File: src/rtl/tlp_arb_pkg.sv
`default_nettype none
// ============================================================================
// Module      : tlp_arb_pkg
// Description : Shared types and constants for the TLP virtual-channel arbiter.
// Revision    : 1.0 - initial release
// ============================================================================
package tlp_arb_pkg;

  localparam int NUM_VC = 4;
  localparam int VC_W   = 2;

  typedef enum logic [1:0] {
    ST_INIT   = 2'd0,
    ST_IDLE   = 2'd1,
    ST_ACTIVE = 2'd2,
    ST_ERROR  = 2'd3
  } arb_state_t;

  function automatic logic [NUM_VC-1:0] vc_onehot(input logic [VC_W-1:0] idx);
    return NUM_VC'(1) << idx;
  endfunction

endpackage
`default_nettype wire

File: src/rtl/rr_pick.sv
`default_nettype none
// ============================================================================
// Module      : rr_pick
// Description : Wrap-around priority search over the eligible channels.
// Revision    : 1.0 - initial release
// ============================================================================
module rr_pick
  import tlp_arb_pkg::*;
(
  input  logic [NUM_VC-1:0] eligible,
  input  logic [VC_W-1:0]   start,
  output logic [NUM_VC-1:0] pick,
  output logic [VC_W-1:0]   idx,
  output logic              any
);

  logic [VC_W-1:0] w_cand;

  always_comb begin
    w_cand = '0;
    idx    = start;
    any    = 1'b0;
    // Index arithmetic is VC_W wide, so the search wraps 3 -> 0 naturally.
    for (int k = 0; k < NUM_VC; k++) begin
      w_cand = start + VC_W'(k);
      if (!any && eligible[w_cand]) begin
        any = 1'b1;
        idx = w_cand;
      end
    end
    pick = vc_onehot(idx) & {NUM_VC{any}};
  end

endmodule
`default_nettype wire

File: src/rtl/tlp_vc_arbiter.sv
`default_nettype none
// ============================================================================
// Module      : tlp_vc_arbiter
// Description : Round-robin, burst-limited scheduler of four VC FIFOs onto one link.
// Revision    : 1.0 - initial release
// ============================================================================
module tlp_vc_arbiter
  import tlp_arb_pkg::*;
#(
  parameter int READ_LAT  = 1,
  parameter int MAX_BURST = 4
) (
  input  logic              clk,
  input  logic              reset,
  input  logic              init,
  input  logic [NUM_VC-1:0] src_empty,
  input  logic [NUM_VC-1:0] dst_pause,
  input  logic [NUM_VC-1:0] fifo_error,
  output logic [NUM_VC-1:0] pop,
  output logic [VC_W-1:0]   grant_vc,
  output logic              data_valid,
  output logic [VC_W-1:0]   data_vc,
  output logic              idle,
  output logic              error,
  output logic [NUM_VC-1:0] error_vc
);

  localparam logic [3:0] c_burst_lim = 4'(MAX_BURST - 1);

  arb_state_t                r_state;
  logic [VC_W-1:0]           r_rr_ptr;
  logic [VC_W-1:0]           r_last_vc;
  logic                      r_have_last;
  logic [3:0]                r_burst_cnt;
  logic [NUM_VC-1:0]         r_error_vc;
  logic [READ_LAT-1:0]       r_pipe_v;
  logic [READ_LAT*VC_W-1:0]  r_pipe_vc;

  logic [NUM_VC-1:0]         w_eligible;
  logic [VC_W-1:0]           w_rr_start;
  logic [NUM_VC-1:0]         w_rr_pick;
  logic [VC_W-1:0]           w_rr_idx;
  logic                      w_rr_any;
  logic                      w_cont;
  logic                      w_can_pop;
  logic [VC_W-1:0]           w_sel_idx;
  logic [READ_LAT-1:0]       w_pipe_v_nxt;
  logic [READ_LAT*VC_W-1:0]  w_pipe_vc_nxt;

  assign w_eligible = ~src_empty & ~dst_pause;
  assign w_rr_start = r_rr_ptr + VC_W'(1);

  rr_pick u_rr_pick (
    .eligible (w_eligible),
    .start    (w_rr_start),
    .pick     (w_rr_pick),
    .idx      (w_rr_idx),
    .any      (w_rr_any)
  );

  // No channel counts as "last granted" until the first grant after reset/init.
  assign w_cont    = r_have_last && w_eligible[r_last_vc] && (r_burst_cnt < c_burst_lim);
  assign w_can_pop = ((r_state == ST_IDLE) || (r_state == ST_ACTIVE)) &&
                     !init && (fifo_error == '0) && w_rr_any;
  assign w_sel_idx = w_cont ? r_last_vc : w_rr_idx;

  assign pop      = w_can_pop ? (w_cont ? vc_onehot(r_last_vc) : w_rr_pick) : '0;
  assign grant_vc = w_can_pop ? w_sel_idx : r_last_vc;

  generate
    if (READ_LAT == 1) begin : g_pipe_one
      assign w_pipe_v_nxt  = w_can_pop;
      assign w_pipe_vc_nxt = grant_vc;
    end else begin : g_pipe_multi
      assign w_pipe_v_nxt  = {r_pipe_v[READ_LAT-2:0], w_can_pop};
      assign w_pipe_vc_nxt = {r_pipe_vc[(READ_LAT-1)*VC_W-1:0], grant_vc};
    end
  endgenerate

  always_ff @(posedge clk or negedge reset) begin
    if (!reset) begin
      r_state     <= ST_INIT;
      r_rr_ptr    <= VC_W'(NUM_VC - 1);
      r_last_vc   <= '0;
      r_have_last <= 1'b0;
      r_burst_cnt <= '0;
      r_error_vc  <= '0;
      r_pipe_v    <= '0;
      r_pipe_vc   <= '0;
    end else if (init) begin
      r_state     <= ST_INIT;
      r_rr_ptr    <= VC_W'(NUM_VC - 1);
      r_have_last <= 1'b0;
      r_burst_cnt <= '0;
      r_error_vc  <= '0;
      r_pipe_v    <= '0;
      r_pipe_vc   <= '0;
    end else begin
      // In-flight words keep draining in every state, including ERROR.
      r_pipe_v  <= w_pipe_v_nxt;
      r_pipe_vc <= w_pipe_vc_nxt;

      case (r_state)
        ST_INIT: begin
          if (fifo_error == '0) r_state <= ST_IDLE;
        end
        ST_IDLE, ST_ACTIVE: begin
          if (fifo_error != '0) begin
            r_state    <= ST_ERROR;
            r_error_vc <= fifo_error;
          end else if (w_can_pop) begin
            r_state <= ST_ACTIVE;
          end else begin
            r_state <= ST_IDLE;
          end
        end
        default: r_state <= ST_ERROR;
      endcase

      if (w_can_pop) begin
        r_last_vc   <= w_sel_idx;
        r_have_last <= 1'b1;
        if (w_cont) begin
          r_burst_cnt <= r_burst_cnt + 4'd1;
        end else begin
          r_burst_cnt <= '0;
          r_rr_ptr    <= w_rr_idx;
        end
      end else begin
        r_burst_cnt <= '0;
      end
    end
  end

  assign data_valid = r_pipe_v[READ_LAT-1];
  assign data_vc    = r_pipe_vc[READ_LAT*VC_W-1 -: VC_W];
  assign idle       = (r_state == ST_IDLE);
  assign error      = (r_state == ST_ERROR);
  assign error_vc   = r_error_vc;

endmodule
`default_nettype wire

File: config.mk
export PLATFORM = sky130hd
export DESIGN_NAME = tlp_vc_arbiter
export DESIGN_NICKNAME = d
export VERILOG_FILES = /design/src/rtl/tlp_arb_pkg.sv /design/src/rtl/rr_pick.sv /design/src/rtl/tlp_vc_arbiter.sv
export SDC_FILE = /design/constraint.sdc
export NUM_CORES = 1
export LEC_CHECK = 0
export CAP_MARGIN = 20
export CORE_MARGIN = 5
export CORE_UTILIZATION = 46
export CTS_BUF_LIST = sky130_fd_sc_hd__clkbuf_2 sky130_fd_sc_hd__clkbuf_4 sky130_fd_sc_hd__clkbuf_8
export DETAILED_ROUTE_END_ITERATION = 10
export PLACE_DENSITY = 0.78
export SETUP_SLACK_MARGIN = 0.4
export SYNTH_ARGS = -nofsm -noshare
export SYNTH_HDL_FRONTEND = slang
export SYNTH_HIERARCHICAL = 1
export SYNTH_SLANG_ARGS = --single-unit
File: constraint.sdc
create_clock -name clk -period 2.2 [get_ports clk]
set_input_delay 0.44 -clock clk [delete_from_list [all_inputs] [get_ports clk]]
set_output_delay 0.44 -clock clk [all_outputs]
set_load 0.05 [all_outputs]
Word-level counts from Yosys, hierarchy flattened
Index checks and enable logic that the tools add are counted.
{"block": "totals", "word_cells": 91, "input_bits": 15, "reg_bits": 18}
{"block": "op_classes", "n_mux": 39, "shifts": 2, "n_reduce_logical": 22, "add_sub_neg": 5, "n_bitwise": 4, "magnitude_cmp": 6, "eq_ne": 5}
{"operator": "4-bit two-way mux", "count": 8}
{"operator": "2-bit two-way mux", "count": 13}
{"operator": "2-bit by 3-bit < comparator with 1-bit output (second input constant)", "count": 5}
{"operator": "1-bit two-way mux", "count": 12}
{"operator": "1-bit binary-select mux with 2-bit select", "count": 5}
{"operator": "4-bit AND", "count": 2}
{"operator": "1-bit logical AND", "count": 8}
{"operator": "4-bit NOT", "count": 2}
{"operator": "1-bit by 2-bit left shift with 4-bit output (first input constant)", "count": 2}
{"operator": "2-bit nonzero test", "count": 3}
{"operator": "2-bit by 1-bit adder with 2-bit output (second input constant)", "count": 2}
{"operator": "2-bit adder (second input constant)", "count": 2}
{"operator": "4-bit by 1-bit adder with 4-bit output (second input constant)", "count": 1}
{"operator": "2-bit equality test (second input constant)", "count": 2}
{"operator": "1-bit zero test", "count": 4}
{"operator": "4-bit zero test", "count": 1}
{"operator": "4-bit by 2-bit < comparator with 1-bit output (second input constant)", "count": 1}
{"operator": "2-bit case mux with 2 select lines", "count": 1}
{"operator": "2-bit AND reduction", "count": 2}
{"operator": "4-bit nonzero test", "count": 1}
{"operator": "3-bit inequality test (second input constant)", "count": 1}
{"operator": "2-bit by 1-bit equality test with 1-bit output (second input constant)", "count": 1}
{"operator": "2-bit zero test", "count": 1}
{"operator": "2-bit inequality test (second input constant)", "count": 1}
{"operator": "other kinds (2)", "count": 2}

Logic depth before layout (Yosys ltp)
Gate-level depths: netlist (run 1).
{"block": "logic_depth", "depth_word": 19, "depth_mapped": 9, "mapped_depth_nobuf": 8}

By module
The synthesis (run 1) kept the hierarchy.
{"module": "tlp_vc_arbiter", "instances": 1, "area_each_um2": 996.0, "cells_per_inst": 103}
{"module": "rr_pick", "instances": 1, "area_each_um2": 249.0, "cells_per_inst": 37}

Least setup slack after synthesis (run 1)
Ideal clock, no wire load.
{"block": "synth_path", "path_kind": "input port to output port", "from": "input dst_pause[3]", "to": "output pop[3]", "path_stages": 9, "n_path_buf": 1, "required_ns": 1.760, "arrival_time_ns": 2.643, "slack_ns": -0.883, "cell_sequence": "or2_0 > inv_1 > buf_6 > nor2_1 > nand2_1 > nand4_1 > clkinv_1 > nand3_1 > o21ai_0"}
{"block": "synth_between", "elab_cells_between_ends": 32, "classes_between": "shift: 1; mux: 19; bitwise: 3; reduce/logical: 9"}
{"item": "start: declaration", "line": "tlp_vc_arbiter.sv:17", "source": "input logic [NUM_VC-1:0] dst_pause,"}
{"item": "4-bit NOT (*)", "line": "tlp_vc_arbiter.sv:50", "source": "assign w_eligible = ~src_empty & ~dst_pause;"}
{"item": "4-bit AND (*)", "line": "tlp_vc_arbiter.sv:50"}
{"item": "via w_eligible[3]", "line": "tlp_vc_arbiter.sv:39", "source": "logic [NUM_VC-1:0] w_eligible;"}
{"item": "1-bit binary-select mux with 2-bit select", "line": "rr_pick.sv:26", "source": "if (!any && eligible[w_cand]) begin"}
{"item": "1-bit two-way mux (not written as such)", "line": "rr_pick.sv:26"}
{"item": "1-bit two-way mux", "line": "rr_pick.sv:26"}
{"item": "1-bit zero test", "line": "rr_pick.sv:26"}
{"item": "1-bit logical AND", "line": "rr_pick.sv:26"}
{"item": "[3 not listed]"}
{"item": "1-bit two-way mux", "line": "rr_pick.sv:26"}
{"item": "1-bit zero test", "line": "rr_pick.sv:26"}
{"item": "1-bit logical AND", "line": "rr_pick.sv:26"}
{"item": "1-bit two-way mux (*)", "line": "rr_pick.sv:26"}
{"item": "via w_rr_any", "line": "tlp_vc_arbiter.sv:43", "source": "logic w_rr_any;"}
{"item": "4-bit AND", "line": "rr_pick.sv:31", "source": "pick = vc_onehot(idx) & {NUM_VC{any}};"}
{"item": "4-bit two-way mux", "line": "tlp_vc_arbiter.sv:67", "source": "assign pop = w_can_pop ? (w_cont ? vc_onehot(r_last_vc) : w_rr_pick) : '0;"}
{"item": "4-bit two-way mux (*)", "line": "tlp_vc_arbiter.sv:67"}
{"item": "end: declaration", "line": "tlp_vc_arbiter.sv:19", "source": "output logic [NUM_VC-1:0] pop,"}
The timed path passes the listed nets; every way through them passes the cells marked *. The select of a mux whose other input is x is not followed.

Worst setup path after layout (run 1)
{"block": "layout_path", "from": "register r_burst_cnt[0]", "to": "output grant_vc[1]"}
{"block": "layout_between", "elab_chain_cells": 4}
{"item": "start: declaration", "line": "tlp_vc_arbiter.sv:34", "source": "logic [3:0] r_burst_cnt;"}
{"item": "start signal: assignment", "line": "tlp_vc_arbiter.sv:124", "source": "r_burst_cnt <= r_burst_cnt + 4'd1;"}
{"item": "4-bit by 2-bit < comparator with 1-bit output", "line": "tlp_vc_arbiter.sv:62", "source": "assign w_cont = r_have_last && w_eligible[r_last_vc] && (r_burst_cnt < c_burst_lim);"}
{"item": "1-bit logical AND", "line": "tlp_vc_arbiter.sv:62"}
{"item": "2-bit two-way mux", "line": "tlp_vc_arbiter.sv:65", "source": "assign w_sel_idx = w_cont ? r_last_vc : w_rr_idx;"}
{"item": "2-bit two-way mux"}
{"item": "end: declaration", "line": "tlp_vc_arbiter.sv:20", "source": "output logic [VC_W-1:0] grant_vc,"}
No other way between the ends.

==> out/metrics.csv, run 1 <==
stage,metric,value,unit
clocking,CTS tree,done,
cells_and_area,Inserted Diodes,0,
yosys,post-synthesis instance total,140,
routing,drt total wl,4.10,mm
cells_and_area,"most common cell after layout, fill and taps aside",buf_4,
die,Ports,30,
placement,RD Place Congestion,0.824,
sta,Final min period,2620,ps
yosys,post-synth top area share,0.322,
placement,hpwl dp,2.77,mm
sta,final-report setup violation count,6,
routing,Iteration-0 DRC Markers,113,
routing,DRT Pass-1 Iters,4,
sta,fin. max-slew vios,0,
die,core area,2520,um^2
yosys,Mapped Area,1240,um^2
die,initial core utilization,0.494,
cells_and_area,final net count,228,
worst_setup_path,"Data arrival, critical path",2180,ps
yosys,"Distinct cells, synth",49,
yosys,Synth area leaders,"dfrtp_1 32%, ha_1 5.0%, dfstp_2 4.2%, a21oi_1 4.0%, nand2_1 3.9%",
cells_and_area,filler cell count in the final layout,143,
global_routing,GR Overflow Total,0,
clocking,Root Driver,clkbuf_4,
sta,setup ws final,-421,ps
placement,Port Buffers,29,
global_routing,initial antenna violation count,0,
worst_setup_path,crit path launch type,register,
sta,fmax,0.382,GHz
clocking,H-tree Lvls,1,
global_routing,vias in the first global route,1323,
sta,final hold viol count,0,
sta,period utilization,1.19,
sta,hold_ws,447,ps
pwr,VDD IR max,0.000703,V
yosys,synth warn,6,
placement,placed insts,224,
pwr,Pwr Density,667,nW/um^2
run_status,outcome,finished with violations,
routing,vias per cell,5.73,
global_routing,largest net degree at the start of global routing,19,
yosys,synthesized area per cell,8.89,um^2
die,die height,62.0,um
die,Die W,62.0,um
run_status,violated checks,setup timing,
worst_hold_path,Hold Crit Class,in -> async,
sta,clk_skew,10.8,ps
clocking,Max Root-Sink Buffers,2,
worst_setup_path,CP max FO,8,
worst_setup_path,CP Class,reg -> out,
routing,via count,1358,
cells_and_area,Final Non-Filler Cells,237,
routing,DRT antenna net count,0,
cells_and_area,share of cells above drive strength 1,0.449,
clocking,hold_buf cts,0,
cells_and_area,most frequent cells in the layout,"37 x buf_4, 16 x dfrtp_1, 11 x nand2_1",
cells_and_area,Final Instance Area,2050,um^2
routing,wire per inst,17.3,um
global_routing,global-route wire length before repair,6.07,mm
die,DIE AREA,3850,um^2
sta,unrepaired setup endpoints after global routing,true,
die,Cell Rows,18,
pwr,Leak Pwr,0.993,nW
clocking,Inserted Clock Buffers,3,
worst_setup_path,Crit. End Element,output pin,
yosys,"area leader, netlist",dfrtp_1,
sta,Worst-Margin Slew,517,ps
placement,"Cell Area, Placed",1890,um^2
sta,worst slew margin relative to its limit,0.657,
clocking,Clock Sinks,18,
global_routing,total track usage,0.216,
routing,drt drc,0,
run,max_cap viols,0,
clocking,Worst-path clk slew,110,ps
yosys,sequential-to-total area share from yosys stat,0.364,
clocking,Clock Latency Late Sink,300,ps
worst_setup_path,Required @ worst endpoint,1760,ps
yosys,#FFs+latches synth,18,
cells_and_area,area grow syn2layout,64.8,%
[repair_timing]
action	4_1_cts	5_1_grt
endpoints found under the setup margin	24	15
buffers inserted	5	4
pin swaps	10	12
resized for setup	42	18
[per-layer routing]
layer  routed length, um  GRT usage  vias to the layer above
met2                2280      0.392                       65
met1                1520      0.260                      649
met4                  72     0.0667                        0
li1                    -          -                      635
met3                 231     0.0310                        9
met5                   0          0                        -
[power by group]
part	internal (W)	total [W]	switching (W)
Sequential	0.000383	0.000423	0.0000393
Combinational	0.000302	0.000739	0.000436
Clock	0.000101	0.000208	0.000107
[cell usage after synthesis, drive strengths merged]
| master | number |
|---|---|
| conb | 1 |
| dfrtp | 16 |
| a21oi | 10 |
| nor3 | 4 |
| nor4 | 1 |
| or2 | 4 |
| or4 | 2 |
| nor2b | 5 |
| buf | 4 |
| nand4b | 2 |
| a211oi | 1 |
| a2111o | 1 |
| dfstp | 2 |
| xor2 | 1 |
| ha | 5 |
| o22ai | 1 |
| o221a | 2 |
| nand2 | 13 |
| a2bb2oi | 1 |
| a22oi | 1 |
| a311oi | 2 |
| clkbuf | 6 |
| o21a | 1 |
| a31oi | 1 |
| o211ai | 3 |
| clkinv | 1 |
| a21boi | 1 |
| o21bai | 2 |
| a21o | 3 |
| mux2i | 1 |
| nor2 | 9 |
| inv | 10 |
| o21ai | 9 |
| mux4 | 2 |
| nor4b | 1 |
| or4b | 1 |
| o211a | 2 |
| and2 | 1 |
| a31o | 1 |
| nand4 | 1 |
| a211o | 1 |
| nand3 | 4 |
[final timing paths]
kind / startpoint / to / cells past startpoint / slack, ps
worst max-delay path: r_burst_cnt[0] / grant_vc[1] / 6 / -420
worst min-delay path: reset / r_state[0] / 2 / 450
worst max register to register: r_burst_cnt[0] / data_vc[1] / 7 / 80
worst min register to register: r_have_last / r_have_last / 1 / 530
max in group asynchronous: reset / r_rr_ptr[0] / 2 / 1480
min in group clk: r_have_last / r_have_last / 1 / 530
[per-stage QoR]
stage	TNS (ps)	utilization	setup WS [ps]	power (W)
6_report	-2120	0.813	-421	0.00137
5_1_grt	-2580	0.813	-496	0.00145
4_1_cts	-2040	0.778	-466	0.00134
3_5_place_dp	-4980	0.749	-626	0.00113
3_3_place_gp	-4110	0.749	-569	0.00111
2_1_floorplan	-1070	-	-231	0.000863
[logic make-up after synthesis]
family / count (synthesis) / synth area share
AND/OR/NAND/NOR: 48 / 0.210
adder cells (fa/ha/maj): 5 / 0.0503
buffers and inverters: 21 / 0.0844
other: 1 / 0.00301
multiplexers: 3 / 0.0442
AO/OA/AOI/OAI: 43 / 0.237
XOR/XNOR: 1 / 0.00704
flip-flops: 18 / 0.364
[worst max-delay path: stages, from the launching register on]
cell	delay, ps
dfrtp_1	400
ha_2	180
or4b_4	510
buf_6	160
o211a_1	260
a21o_4	220
buf_12	140
[final cells by class]
cell class / instances / area, um^2 / area share
tap: 30 / 37.5 / 0.0183
multi-input combinational: 102 / 816 / 0.398
clock buffer: 4 / 36.3 / 0.0177
sequential: 18 / 453 / 0.221
timing repair buffer: 72 / 664 / 0.324
inverter: 11 / 45.0 / 0.0220
[state kept, by name (all words and copies together) (netlist names)]
name and count:
data_valid 1, data_vc 2, error_vc 4, r_burst_cnt 4, r_have_last 1, r_last_vc 2, r_rr_ptr 2, r_state 2
Note: power is estimated with default switching activity, not from simulation.
==> inputs of run 2 (changes only) <==
CORE_UTILIZATION = 44   (was 46)
CTS_CLUSTER_DIAMETER = 80   (was not set)
MAX_ROUTING_LAYER = met4   (was not set)
PLACE_DENSITY = 0.77   (was 0.78)
SYNTH_HIERARCHICAL = not set   (was 1)
==> run 2 against run 1 <==
  * The run still ends with setup timing left
  * Wire length fell by 5.4%
  * Non-clock buffer count did not move
  * First-iteration DRC count fell by 56%
  * Setup slack improved by 29 ps
==> out/metrics.csv, run 2 <==
stage,metric,value,unit,change
run_status,outcome,finished with violations,,
run_status,violated checks,setup timing,,
yosys,synthesized area per cell,9.78,um^2,+10%
routing,drt total wl,3.88,mm,-5.4%
yosys,synth warn,0,,-6
clocking,Root Driver,clkbuf_4,,
cells_and_area,most frequent cells in the layout,"44 x buf_4, 16 x dfrtp_1, 16 x dlygate4sd2_1",,
cells_and_area,Inserted Diodes,0,,unchanged
pwr,Sw Pwr,0.000742,W,+27%
yosys,"area leader, netlist",dfrtp_1,,
sta,Worst-Margin Slew,521,ps,+4.24 ps
yosys,fraction of the mapped netlist area in adder cells,0.0581,,+0.00789
placement,hpwl dp,2.51,mm,-9.5%
clocking,hold_buf cts,0,,unchanged
worst_setup_path,slowest CP cell,dfrtp_1,,
placement,Port Buffers,29,,unchanged
cells_and_area,share of cells above drive strength 1,0.497,,+0.0480
yosys,number of synthesized flops with an enable pin,0,,unchanged
pwr,Leak Pwr,0.937,nW,-5.7%
die,Cell Rows,18,,unchanged
clocking,CTS tree,done,,
sta,fin. max-slew vios,0,,unchanged
worst_hold_path,Hold Crit Class,in -> async,,
pwr,part of the power in combinational logic,0.598,,+0.058
yosys,"FFs w/ async S/R, synth",1.00,,unchanged
yosys,#FFs+latches synth,18,,unchanged
pwr,Switching Fraction,0.456,,+0.0300
sta,final hold viol count,0,,unchanged
routing,via count,1186,,-13%
worst_setup_path,crit path launch type,register,,
routing,wire per inst,18.1,um,+4.2%
routing,Iteration-0 DRC Markers,50,,-56%
pwr,Pwr Density,827,nW/um^2,+24%
global_routing,total track usage,0.237,,+0.0215
yosys,most frequent cell after synthesis,dfrtp_1,,
worst_setup_path,CP Class,reg -> out,,
worst_setup_path,"Largest delay share family, worst path",compound AO/OA/AOI/OAI gates,,
placement,RD Place Congestion,0.867,,+5.2%
yosys,simple logic cell fraction of the synthesized area,0.190,,-0.0205
yosys,XOR/XNOR Fraction of Synth Area,0.00814,,+0.00110
worst_setup_path,CP Cell Sequence,ha_2 > nor4b_4 > o31ai_4 > o21ai_4 > mux2i_4 > buf_12,,
yosys,Synth area leaders,"dfrtp_1 37%, ha_1 5.8%, a21oi_1 5.1%, dfstp_2 4.9%, mux2i_1 4.7%",,
global_routing,initial antenna violation count,0,,unchanged
pwr,VDD IR max,0.000816,V,+16%
sta,setup ws final,-391,ps,+29.1 ps
cells_and_area,area of the multi-input gates,756,um^2,-7.4%
clocking,Clock Sinks,18,,unchanged
sta,hold_ws,433,ps,-13.7 ps
clocking,Clock Latency Late Sink,320,ps,+20 ps
cells_and_area,final net count,206,,-9.6%
worst_setup_path,"Data arrival, critical path",2150,ps,-30 ps
routing,vias per cell,5.52,,-3.7%
yosys,post-synth top area share,0.372,,+0.0505
cells_and_area,filler cell count in the final layout,144,,+0.70%
sta,final-report setup violation count,6,,unchanged
sta,period utilization,1.18,,-0.0132
die,DIE AREA,3530,um^2,-8.1%
global_routing,global-route wire length before repair,5.94,mm,-2.1%
sta,Final min period,2590,ps,-29.1 ps
clocking,Inserted Clock Buffers,3,,unchanged
yosys,Mapped Area,1080,um^2,-14%
worst_setup_path,CP max FO,3,,-5
yosys,sequential-to-total area share from yosys stat,0.421,,+0.0571
cells_and_area,"most common cell after layout, fill and taps aside",buf_4,,
cells_and_area,area grow syn2layout,83.0,%,
routing,DRT Pass-1 Iters,5,,+1
worst_setup_path,Buffers & Inverters on Critical Path,1,,-1
die,core area,2410,um^2,-4.5%
sta,unrepaired setup endpoints after global routing,true,,
global_routing,GR Overflow Total,0,,unchanged
yosys,Synth top cells by count,"16 x dfrtp_1, 11 x a21oi_1, 9 x nor2_1, 7 x nand2_1, 6 x inv_1",,
clocking,Worst-path clk slew,110,ps,about the same
global_routing,vias in the first global route,1239,,-6.3%
die,Die W,59.5,um,-4.2%
sta,fmax,0.386,GHz,+1.1%
die,die height,59.5,um,-4.2%
pwr,Seq pwr share,0.268,,-0.041
global_routing,largest net degree at the start of global routing,19,,unchanged
clocking,Max Root-Sink Buffers,2,,unchanged
cells_and_area,Final Non-Filler Cells,215,,-9.3%
worst_setup_path,Crit. End Element,output pin,,
yosys,Synth Area in Compound Gates,0.238,,+0.00119
routing,drt drc,0,,unchanged
sta,worst slew margin relative to its limit,0.654,,-0.00281
yosys,ys flop type,dfrtp_1,,
yosys,post-synthesis instance total,110,,-21%
yosys,largest family of logic cells by synthesized area,compound AO/OA/AOI/OAI gates,,
pwr,Clock power frac,0.134,,-0.018
sta,clk_skew,4.25,ps,-6.51 ps
die,initial core utilization,0.447,,-0.0470
placement,placed insts,198,,-12%
yosys,mux cell area share after synthesis,0.0465,,+0.00229
die,Ports,30,,unchanged
yosys,"Distinct cells, synth",39,,-20%
worst_setup_path,Required @ worst endpoint,1760,ps,about the same
worst_setup_path,Critical Path Max Stage Delay,400,ps,-110 ps
routing,DRT antenna net count,0,,unchanged
clocking,H-tree Lvls,1,,unchanged
cells_and_area,Reg area,453,um^2,unchanged
pwr,cell internal pwr,0.000886,W,+13%
run,max_cap viols,0,,unchanged
-- run 2: cell type report --
class                      count  area share
sequential                    18       0.230
clock buffer                   4      0.0184
timing repair buffer          72       0.334
multi-input combinational     83       0.384
tap                           30      0.0191
inverter                       8      0.0152
-- run 2: metal layers --
metal  wire length, um  up-vias  track usage
met5                 0        -            -
met4               117        0        0.100
met3               209       14       0.0566
met2              2070       44        0.388
met1              1490      571        0.275
li1                  -      557            -
-- run 2: logic make-up (layout without fill, tap and decap cells) --
| group | Yosys count | after routing |
|---|---|---|
| DFF | 18 | 18 |
| and+or+nand+nor | 36 | 36 |
| xor gates and xnor gates | 1 | 1 |
| buffers and inverters | 10 | 84 |
| AOI/OAI and AO/OA | 34 | 34 |
| adders and majority gates | 5 | 5 |
| other | 1 | 2 |
| muxes | 5 | 5 |
-- run 2: power by group through the flow --
stage	Combinational [W]	Clock, W	Sequential, W
3_5_place_dp	0.000890	0	0.000450
2_1_floorplan	0.000421	0	0.000568
6_report	0.000974	0.000218	0.000436
4_1_cts	0.000922	0.000223	0.000438
3_3_place_gp	0.000869	0	0.000445
5_1_grt	0.00103	0.000239	0.000444
-- run 2: repair_timing --
| item | 4_1_cts | 5_1_grt |
|---|---|---|
| setup buffers | 7 | 6 |
| pin swaps | 10 | 5 |
| endpoints found under the setup margin | 23 | 17 |
| gates resized for setup | 35 | 5 |
-- run 2: worst paths after layout --
| check | from | endpoint | slack, ps | depth (start not counted) |
|---|---|---|---|---|
| min reg2reg | r_have_last | r_have_last | 510 | 1 |
| max | r_burst_cnt[0] | grant_vc[0] | -390 | 6 |
| min in group clk | r_have_last | r_have_last | 510 | 1 |
| max reg2reg | r_rr_ptr[1] | data_vc[0] | 220 | 8 |
| max in group asynchronous | reset | r_rr_ptr[0] | 1510 | 2 |
| min | reset | error_vc[0] | 430 | 2 |
-- run 2: stage by stage --
step	area, um^2	worst slack (ps)	total power, W	util	TNS, ps
after floorplan	1180	-258	0.000989	-	-879
after global placement	1770	-526	0.00131	0.736	-3340
after detailed placement	1770	-605	0.00134	0.736	-4010
after CTS	1910	-372	0.00158	0.792	-2120
after global routing	1970	-471	0.00171	0.817	-2720
final	1970	-391	0.00163	0.817	-2160
